<file path="config.mk">
export PLATFORM = sky130hd
export DESIGN_NAME = ln_fixed_scaler
export DESIGN_NICKNAME = d
export VERILOG_FILES = /design/src/rtl/ln_fixed_scaler.sv
export SDC_FILE = /design/constraint.sdc
export NUM_CORES = 1
export LEC_CHECK = 0
export CAP_MARGIN = 20
export CORE_MARGIN = 2
export CORE_UTILIZATION = 25
export DETAILED_ROUTE_END_ITERATION = 10
export PLACE_DENSITY = 0.47
export SYNTH_ARGS = -nofsm -noshare
export SYNTH_HDL_FRONTEND = slang
export SYNTH_SLANG_ARGS = --single-unit
</file>
<file path="constraint.sdc">
create_clock -name clk -period 8.4 [get_ports clk]
set_input_delay 1.26 -clock clk [delete_from_list [all_inputs] [get_ports clk]]
set_output_delay 1.26 -clock clk [all_outputs]
set_load 0.01 [all_outputs]
</file>
<file path="src/rtl/ln_fixed_scaler.sv">
// Fixed-point natural log stage: Mitchell log2 estimate scaled by ln2 with an
// 8-cycle shift-add multiply. One transaction in flight, valid/ready on both sides.
module ln_fixed_scaler #(
  parameter int unsigned LN2_Q   = 177,
  parameter int unsigned CONST_W = 8
) (
  input  logic        clk,
  input  logic        rst_n,
  input  logic        in_valid,
  output logic        in_ready,
  input  logic [7:0]  v_in,
  input  logic [7:0]  exp_in,
  output logic        out_valid,
  input  logic        out_ready,
  output logic [10:0] ln_out,
  output logic        err
);

  localparam int unsigned A_W   = 10;
  localparam int unsigned ACC_W = 18;
  localparam int unsigned OUT_W = 11;
  localparam int unsigned CNT_W = (CONST_W > 1) ? $clog2(CONST_W) : 1;
  localparam logic [CONST_W-1:0] LN2_BITS = CONST_W'(LN2_Q);
  localparam logic [CNT_W-1:0]   CNT_LAST = CNT_W'(CONST_W - 1);

  typedef enum logic [1:0] {
    IDLE = 2'd0,
    MUL  = 2'd1,
    DONE = 2'd2
  } state_t;

  state_t             state;
  logic [A_W-1:0]     a_reg;
  logic [ACC_W-1:0]   acc;
  logic [CNT_W-1:0]   cnt;

  logic               in_err_c;
  logic [7:0]         mant_c;
  logic [A_W-1:0]     a_c;
  logic [ACC_W-1:0]   acc_add_c;
  logic [ACC_W-1:0]   acc_next_c;

  // Input pair is consistent only when v_in lies in [2^e, 2^(e+1)-1], i.e. v_in >> e == 1
  always_comb begin
    in_err_c = (exp_in > 8'd7) || ((v_in >> exp_in[2:0]) != 8'd1);
    mant_c   = v_in << (3'd7 - exp_in[2:0]);
    a_c      = {exp_in[2:0], mant_c[6:0]};
  end

  // One partial product per multiplier bit; acc width covers 1023 * 177 without overflow
  always_comb begin
    acc_add_c  = LN2_BITS[cnt] ? (ACC_W'(a_reg) << cnt) : '0;
    acc_next_c = acc + acc_add_c;
  end

  always_ff @(posedge clk or negedge rst_n) begin
    if (!rst_n) begin
      state     <= IDLE;
      in_ready  <= 1'b1;
      out_valid <= 1'b0;
      ln_out    <= '0;
      err       <= 1'b0;
      a_reg     <= '0;
      acc       <= '0;
      cnt       <= '0;
    end else begin
      case (state)
        IDLE: begin
          if (in_valid) begin
            in_ready <= 1'b0;
            acc      <= '0;
            cnt      <= '0;
            if (in_err_c) begin
              state     <= DONE;
              out_valid <= 1'b1;
              ln_out    <= '0;
              err       <= 1'b1;
            end else begin
              state <= MUL;
              a_reg <= a_c;
              err   <= 1'b0;
            end
          end
        end
        MUL: begin
          acc <= acc_next_c;
          cnt <= cnt + CNT_W'(1);
          if (cnt == CNT_LAST) begin
            state     <= DONE;
            out_valid <= 1'b1;
            ln_out    <= acc_next_c[ACC_W-1 -: OUT_W];
          end
        end
        DONE: begin
          if (out_ready) begin
            state     <= IDLE;
            out_valid <= 1'b0;
            in_ready  <= 1'b1;
          end
        end
        default: begin
          state     <= IDLE;
          out_valid <= 1'b0;
          in_ready  <= 1'b1;
        end
      endcase
    end
  end

endmodule

</file>
==> results of run 1 <==
[power groups by stage]
| stage | clock [mW] | sequential [mW] | combinational, mW |
|---|---|---|---|
| after global placement | 0 | 0.299 | 0.166 |
| after global routing | 0.251 | 0.301 | 0.185 |
| final | 0.234 | 0.295 | 0.164 |
| after detailed placement | 0 | 0.299 | 0.167 |
| after floorplan | 0 | 0.271 | 0.131 |
| after CTS | 0.240 | 0.295 | 0.168 |
[cell usage in the layout, fill, tap and decap left out, types with 2 or more instances in the layout]
| master | netlist | layout |
|---|---|---|
| a211oi_1 | 3 | 3 |
| a21o_1 | 6 | 6 |
| a21oi_1 | 21 | 21 |
| a22o_1 | 27 | 27 |
| a31oi_1 | 3 | 3 |
| and2_1 | 9 | 9 |
| and4_1 | 3 | 3 |
| buf_4 | 1 | 3 |
| clkbuf_16 | 0 | 5 |
| clkdlybuf4s50_1 | 0 | 32 |
| dfrtp_1 | 46 | 46 |
| ha_1 | 19 | 19 |
| inv_1 | 6 | 6 |
| mux2_2 | 7 | 7 |
| mux2i_1 | 16 | 16 |
| nand2_1 | 32 | 32 |
| nand2b_1 | 7 | 7 |
| nand3_1 | 11 | 11 |
| nand3b_1 | 2 | 2 |
| nand4_1 | 4 | 4 |
| nor2_1 | 14 | 14 |
| nor2b_1 | 6 | 6 |
| nor3_1 | 4 | 4 |
| o211ai_1 | 2 | 2 |
| o21a_1 | 4 | 4 |
| o21ai_0 | 32 | 32 |
| or3_1 | 2 | 2 |
| xnor2_1 | 8 | 8 |
| xor2_1 | 8 | 8 |
[cell families (layout without fill, tap and decap cells)]
kind of cell               count (synthesis)  in the layout  share of synthesized area (%)
xor gates and xnor gates                  16             16                           4.43
buffers and inverters                     24             50                           3.52
and+or+nand+nor                           97             97                           15.4
muxes                                     25             25                           8.75
AOI/OAI and AO/OA                        107            107                           22.6
DFF                                       47             47                           37.2
adders and majority gates                 20             20                           8.15
[worst register-to-register path: stages, from the launching register on]
cell	delay, ns
dfrtp_1	0.70
nor3_1	0.69
and2_1	0.23
ha_1	0.18
inv_1	0.06
fa_1	0.41
nor2b_1	0.18
o31ai_1	0.11
a31oi_1	0.35
a21oi_1	0.17
o21ai_0	0.22
xor2_1	0.22
a22o_1	0.16
[worst max path at each step]
stage	start	to	cells after the start
global route	cnt[0]	ln_out[9]	12
global placement	exp_in[1]	ln_out[4]	8
detailed placement	exp_in[1]	ln_out[1]	8
finish	exp_in[1]	ln_out[3]	8
floorplan	exp_in[0]	a_reg[9]	6
CTS	exp_in[1]	ln_out[3]	8
[area by class of cell]
type	count	area, sq um
multi-input combinational	265	1870
fill	1291	8660
tap	172	215
timing repair buffer	36	348
sequential	47	1180
clock buffer	5	125
clock inverter	3	46.3
inverter	6	22.5
[stage by stage]
step / area, sq um / instances / hold slack, ns
final: 3810 / 534 / 0.496
after global routing: 3810 / 534 / 0.524
after CTS: 3810 / 534 / 0.502
after detailed placement: 3640 / 526 / 0.486
after global placement: 3640 / 526 / 0.481
after floorplan: 3160 / 336 / 0.456
[layer usage]
metal	vias to the layer above	GRT usage [%]	routed length, um
li1	1289	-	-
met1	1170	15.4	3760
met3	6	1.82	175
met2	41	20.0	3400
met5	-	0	0
met4	0	3.81	99
==> impl_results.md, run 1 <==
* PwrDens at 182 nW/um^2
* Biggest area consumer among synthesized cells: dfrtp_1
* Max-slew headroom at 42.1%
* DRT iter0 DRCs at about 140
* Psw at 0.234 mW
* Actual slew at the worst max-slew pin at about 0.87 ns
* RSZ-0062 raised after global routing: no
* Post-CTS Setup Repair Bufs at 0
* CTS H-Tree Depth at 2
* Final hold violations at 0
* Placer Congestion at 0.799
* Power Internal at 0.458 mW
* Leak at 1.72 nW
* Setup slack, reg-to-reg at between 4 and 5 ns
* HPWL Detailed at 5380 um
* Clock transition at path regs at 0.07 ns
* Core Util, Final at between 30% and 40%
* Max Slew Vio Count at 0
* Slowest stage cell, crit path: clkdlybuf4s50_1
* Synth top cells by count: 46 x dfrtp_1, 32 x nand2_1, 32 x o21ai_0, 27 x a22o_1, 21 x a21oi_1
* CP Buf/Inv Count at 1
* Hold_sp: acc[3]
* Switching Fraction at roughly 34%
* WHS Endpoint: acc[3]
* Final #Nets at 401
* Crit-path max cell delay at 0.75 ns
* Number of global-route vias before repair at approximately 2500
* ANT nets after route at 0
* Initial antenna violation count at 0
* Layout cells sized above 1 at 6.63%
* Drc violations at 0
* Root buf cell: clkbuf_16
* CP max FO at 17
* Ys async rst share at 100%
* Flip-flop count of the largest register after layout at 18
* Largest cells by area after synthesis: dfrtp_1 36%, ha_1 7.5%, a22o_1 7.5%
* Post-synth cell types at 47
* Post-Syn Instances at 336
* # hold bufs at CTS at 0
* Die Ht at 116 um
* Std cell rows at a little over 40
* Top delay family on crit path: compound AO/OA/AOI/OAI gates
* CP endpoint kind: flip-flop
* Vias at 2506
* Die area at 13600 sq um
* Total track usage at 11.8%
* Setup tns final at 0 ns
* Register area share after synthesis at 37.2%
* Cts repair resizes at 0
* Final wirelength at roughly 7400 um
* CP required at 8.62 ns
* Total grt overflow at 0
* Status: completed
* Synth top area share at between 30% and 40%
* Area growth syn-to-layout at 20.4%
* Final setup fails at 0
* Synthesized area at 3160 sq um
* Highest clock rate at 264 MHz
* Latest clock arrival within the worst-skew pair at 0.29 ns
* CTS tree: built
* First-pass GRT wire length at between 10000 and 15000 um
* Final critical-path share of the clock period at between 40% and 50%
* Max-Cap Viols at 0
* Hold Path Stages at 2
* Critical path cell sequence: clkdlybuf4s50_1, or3b_1, a21oi_1, a22oi_1, o41ai_2, o21ai_1, nand2b_1, a22o_1
* Largest net degree at the start of global routing at 48
* Worst flop-to-flop path startpoint: cnt[0]
* Comb pwr share at approximately a quarter
* First drt pass iteration count at 4
* Post-place setup slack at 4.28 ns
* Die width at 116 um
* Post-synth EDFFs at 0
* Crit start category: input pin
* Max Buffers Root-to-Sink at 2
* Worst min-delay path class: flip-flop to flip-flop
* Synth warn at 0
* Avg Cell Area, Syn at 9.41 sq um
* Fin Clk Skew at 0.0111 ns
* Min Tclk post-route at ~3.8 ns
* Syn_nets at 376
* Clock share of power at 33.7%
* Vias per cell at 4.69
* Crit Path Class: input pin to flip-flop
* Data arrival, critical path at 4.01 ns
* Core area at approximately 12000 sq um
* IO Pins at 34
* Clk sinks at 47
* DR WL/cell at approximately 14 um
* Worst VDD drop at around 0.1 mV
* Ys flop type: dfrtp_1
* R2R depth at 12
* CTS Buf Count at 5
* Sequential share of power at between 40% and 50%
* Final setup margin at 4.61 ns
* Power, Total at 0.693 mW
* Ant. Diodes at 0
* Initial Utilization at 25.4%
* #FFs+latches synth at 47
* Top-count cell post-synth: dfrtp_1
* I/O Buffers at 33
* End of the worst register-to-register path: acc[16]
Note: power is estimated with default switching activity, not from simulation.
==> run 2: changes to the inputs <==
PLACE_DENSITY = 0.48   (was 0.47)
clock period = 3.4 ns   (was 8.4 ns; I/O delays follow)
==> run 2 against run 1 <==
Global-route usage is essentially flat. Clock skew shrank 0.0029 ns. Non-clock buffer count grew 7. Routed wire length grew 2.0%. Utilization grew 0.21 points. First-iteration DRC count grew 5.2%. Sequential share of layout area shrank 0.21 points. Via count grew 2.3%. Largest power group unchanged. Highest routed layer unchanged.
==> impl_results.md, run 2 (same netlist as run 1, synthesis figures left out) <==
* Status: completed
* CTS tree: built
* Final critical-path share of the clock period at 87.2%
* Placer Congestion at 0.861 (+7.7%)
* Met3 Wirelength at 244 um (+39%)
* ANT nets after route at 0 (unchanged)
* Post-route cell area at 3830 sq um (+0.69%)
* Commonest non-fill, non-tap cell in the layout: dfrtp_1
* Max-Cap Viols at 0 (unchanged)
* PwrDens at 436 nW/um^2 (+140%)
* CP startpoint: cnt[0]
* Layout cells sized above 1 at 8.40% (+1.8 points)
* Max Slew Vio Count at 0 (unchanged)
* Final wirelength at 7580 um (+2.0%)
* First drt pass iteration count at 4 (unchanged)
* Final #Nets at 408 (+1.7%)
* Max-slew headroom at 51.6% (+9.5 points)
* RSZ-0062 raised after global routing: no
* DRT iter0 DRCs at 142 (+5.2%)
* Die Ht at 116 um (unchanged)
* Min Tclk post-route at 2.97 ns
* Metal-1 WL at 3720 um (-1.1%)
* Area growth syn-to-layout at 21.3%
* CTS H-Tree Depth at 2 (unchanged)
* DR WL/cell at 14.0 um (+0.70%)
* Cts repair resizes at 0 (unchanged)
* Die width at 116 um (unchanged)
* Worst flop-to-flop path startpoint: cnt[0]
* Total track usage at 11.8% (+0.031 points)
* Worst VDD drop at 0.198 mV (+100%)
* R2R depth at 11 (-1)
* Fin Clk Skew at 0.00818 ns (-0.00289 ns)
* I/O Buffers at 33 (unchanged)
* DR WL met2 at 3560 um (+4.8%)
* Root buf cell: clkbuf_16
* Ant. Diodes at 0 (unchanged)
* Final setup fails at 0 (unchanged)
* Core area at 12500 sq um (unchanged)
* Largest net degree at the start of global routing at 31 (-35%)
* # hold bufs at CTS at 0 (unchanged)
* CP max FO at 14 (-3)
* Number of global-route vias before repair at 2571 (+2.3%)
* Crit start category: flip-flop
* Layout fillers at 1310 (+1.5%)
* Post-CTS Setup Repair Bufs at 0 (unchanged)
* HPWL Detailed at 5630 um (+4.7%)
* Die area at 13600 sq um (unchanged)
* Setup slack, reg-to-reg at 0.43 ns (-4.21 ns)
* Setup tns final at 0 ns (unchanged)
* Worst min-delay path class: input pin to asynchronous set/reset pin
* End of the worst register-to-register path: ln_out[8]
* Initial Utilization at 25.4% (unchanged)
* Max Buffers Root-to-Sink at 2 (unchanged)
* Latest clock arrival within the worst-skew pair at 0.29 ns (about the same)
* Power, Total at 1.67 mW (+140%)
* Final hold violations at 0 (unchanged)
* Crit path to: ln_out[8]
* Placed cell area at 3690 sq um (+1.4%)
* Core Util, Final at 30.8% (+0.21 points)
* Std cell rows at 41 (unchanged)
* CP endpoint kind: flip-flop
* Total grt overflow at 0 (unchanged)
* Actual slew at the worst max-slew pin at 0.726 ns (-0.143 ns)
* Flip-flop count of the largest register after layout at 18 (unchanged)
* Highest clock rate at 337 MHz
* Vias at 2564 (+2.3%)
* Clock transition at path regs at 0.07 ns (about the same)
* Crit Path Class: flip-flop to flip-flop
* Max layer used: met4
* Commonest non-fill, non-tap cells in the layout: 46 x dfrtp_1, 32 x nand2_1, 32 x o21ai_0, 32 x clkdlybuf4s50_1, 27 x a22o_1
* Drc violations at 0 (unchanged)
* First-pass GRT wire length at 12800 um (+1.1%)
* CP required at 3.58 ns (-5.04 ns)
* Vias per cell at 4.74 (+0.99%)
* Data arrival, critical path at 3.14 ns (-0.87 ns)
* Initial antenna violation count at 0 (unchanged)
* IO Pins at 34 (unchanged)
* CTS Buf Count at 5 (unchanged)
* Leak at 1.74 nW (+1.2%)
* Clk sinks at 47 (unchanged)
==> run 2: cell count changes in the layout (fill, tap and decap cells not counted), sizes merged <==
cell / previous run / this run
clkinv: 0 / 1
buf: 4 / 11
bufinv: 1 / 0
clkinvlp: 1 / 2
inv: 7 / 6
==> run 2: worst max-delay path, cell delays in order, from the launching register on <==
cell and delay (ns):
dfrtp_1 0.43, buf_4 0.24, mux2i_1 0.20, o21ai_0 0.11, a22o_1 0.21, ha_1 0.37
nand4_1 0.11, a21oi_1 0.23, nor2_1 0.12, o41ai_1 0.45, xor2_1 0.15, a22o_1 0.22
==> run 2: through the flow <==
stage,std cells,setup slack (ns),hold WS [ns]
3_5_place_dp,533,0.325,0.490
3_3_place_gp,533,0.317,0.482
4_1_cts,541,0.404,0.310
6_report,541,0.434,0.280
5_1_grt,541,0.147,0.345
2_1_floorplan,336,0.419,0.214
==> run 2: power by group <==
part	internal (mW)	total [mW]	switching (mW)
logic	0.200	0.513	0.313
clock network	0.271	0.490	0.219
registers	0.616	0.666	0.0509
total	1.09	1.67	0.583
==> run 2: worst min-delay path by stage <==
stage,startpoint,endpoint,slack [ns],depth (start not counted)
after floorplan,rst_n,a_reg[0],0.21,0
after global placement,acc[5],acc[5],0.48,2
after detailed placement,acc[2],acc[2],0.49,2
after CTS,rst_n,acc[3],0.31,1
after global routing,rst_n,acc[12],0.35,1
final,rst_n,acc[12],0.28,1
==> run 2: routing by layer <==
layer	GRT usage, %	up-vias
met3	1.92	5
met4	3.10	0
met1	16.0	1217
li1	-	1299
met5	0	-
met2	19.6	43
==> run 2: layout make-up <==
type,instances,area (sq um),share of cell area [%]
clock inverters,3,20.0,0.522
well taps,172,215,5.61
flip-flops and latches,47,1180,30.7
inverters,6,22.5,0.587
repair buffers,43,400,10.4
multi-input cells,265,1870,48.9
clock buffers,5,125,3.26
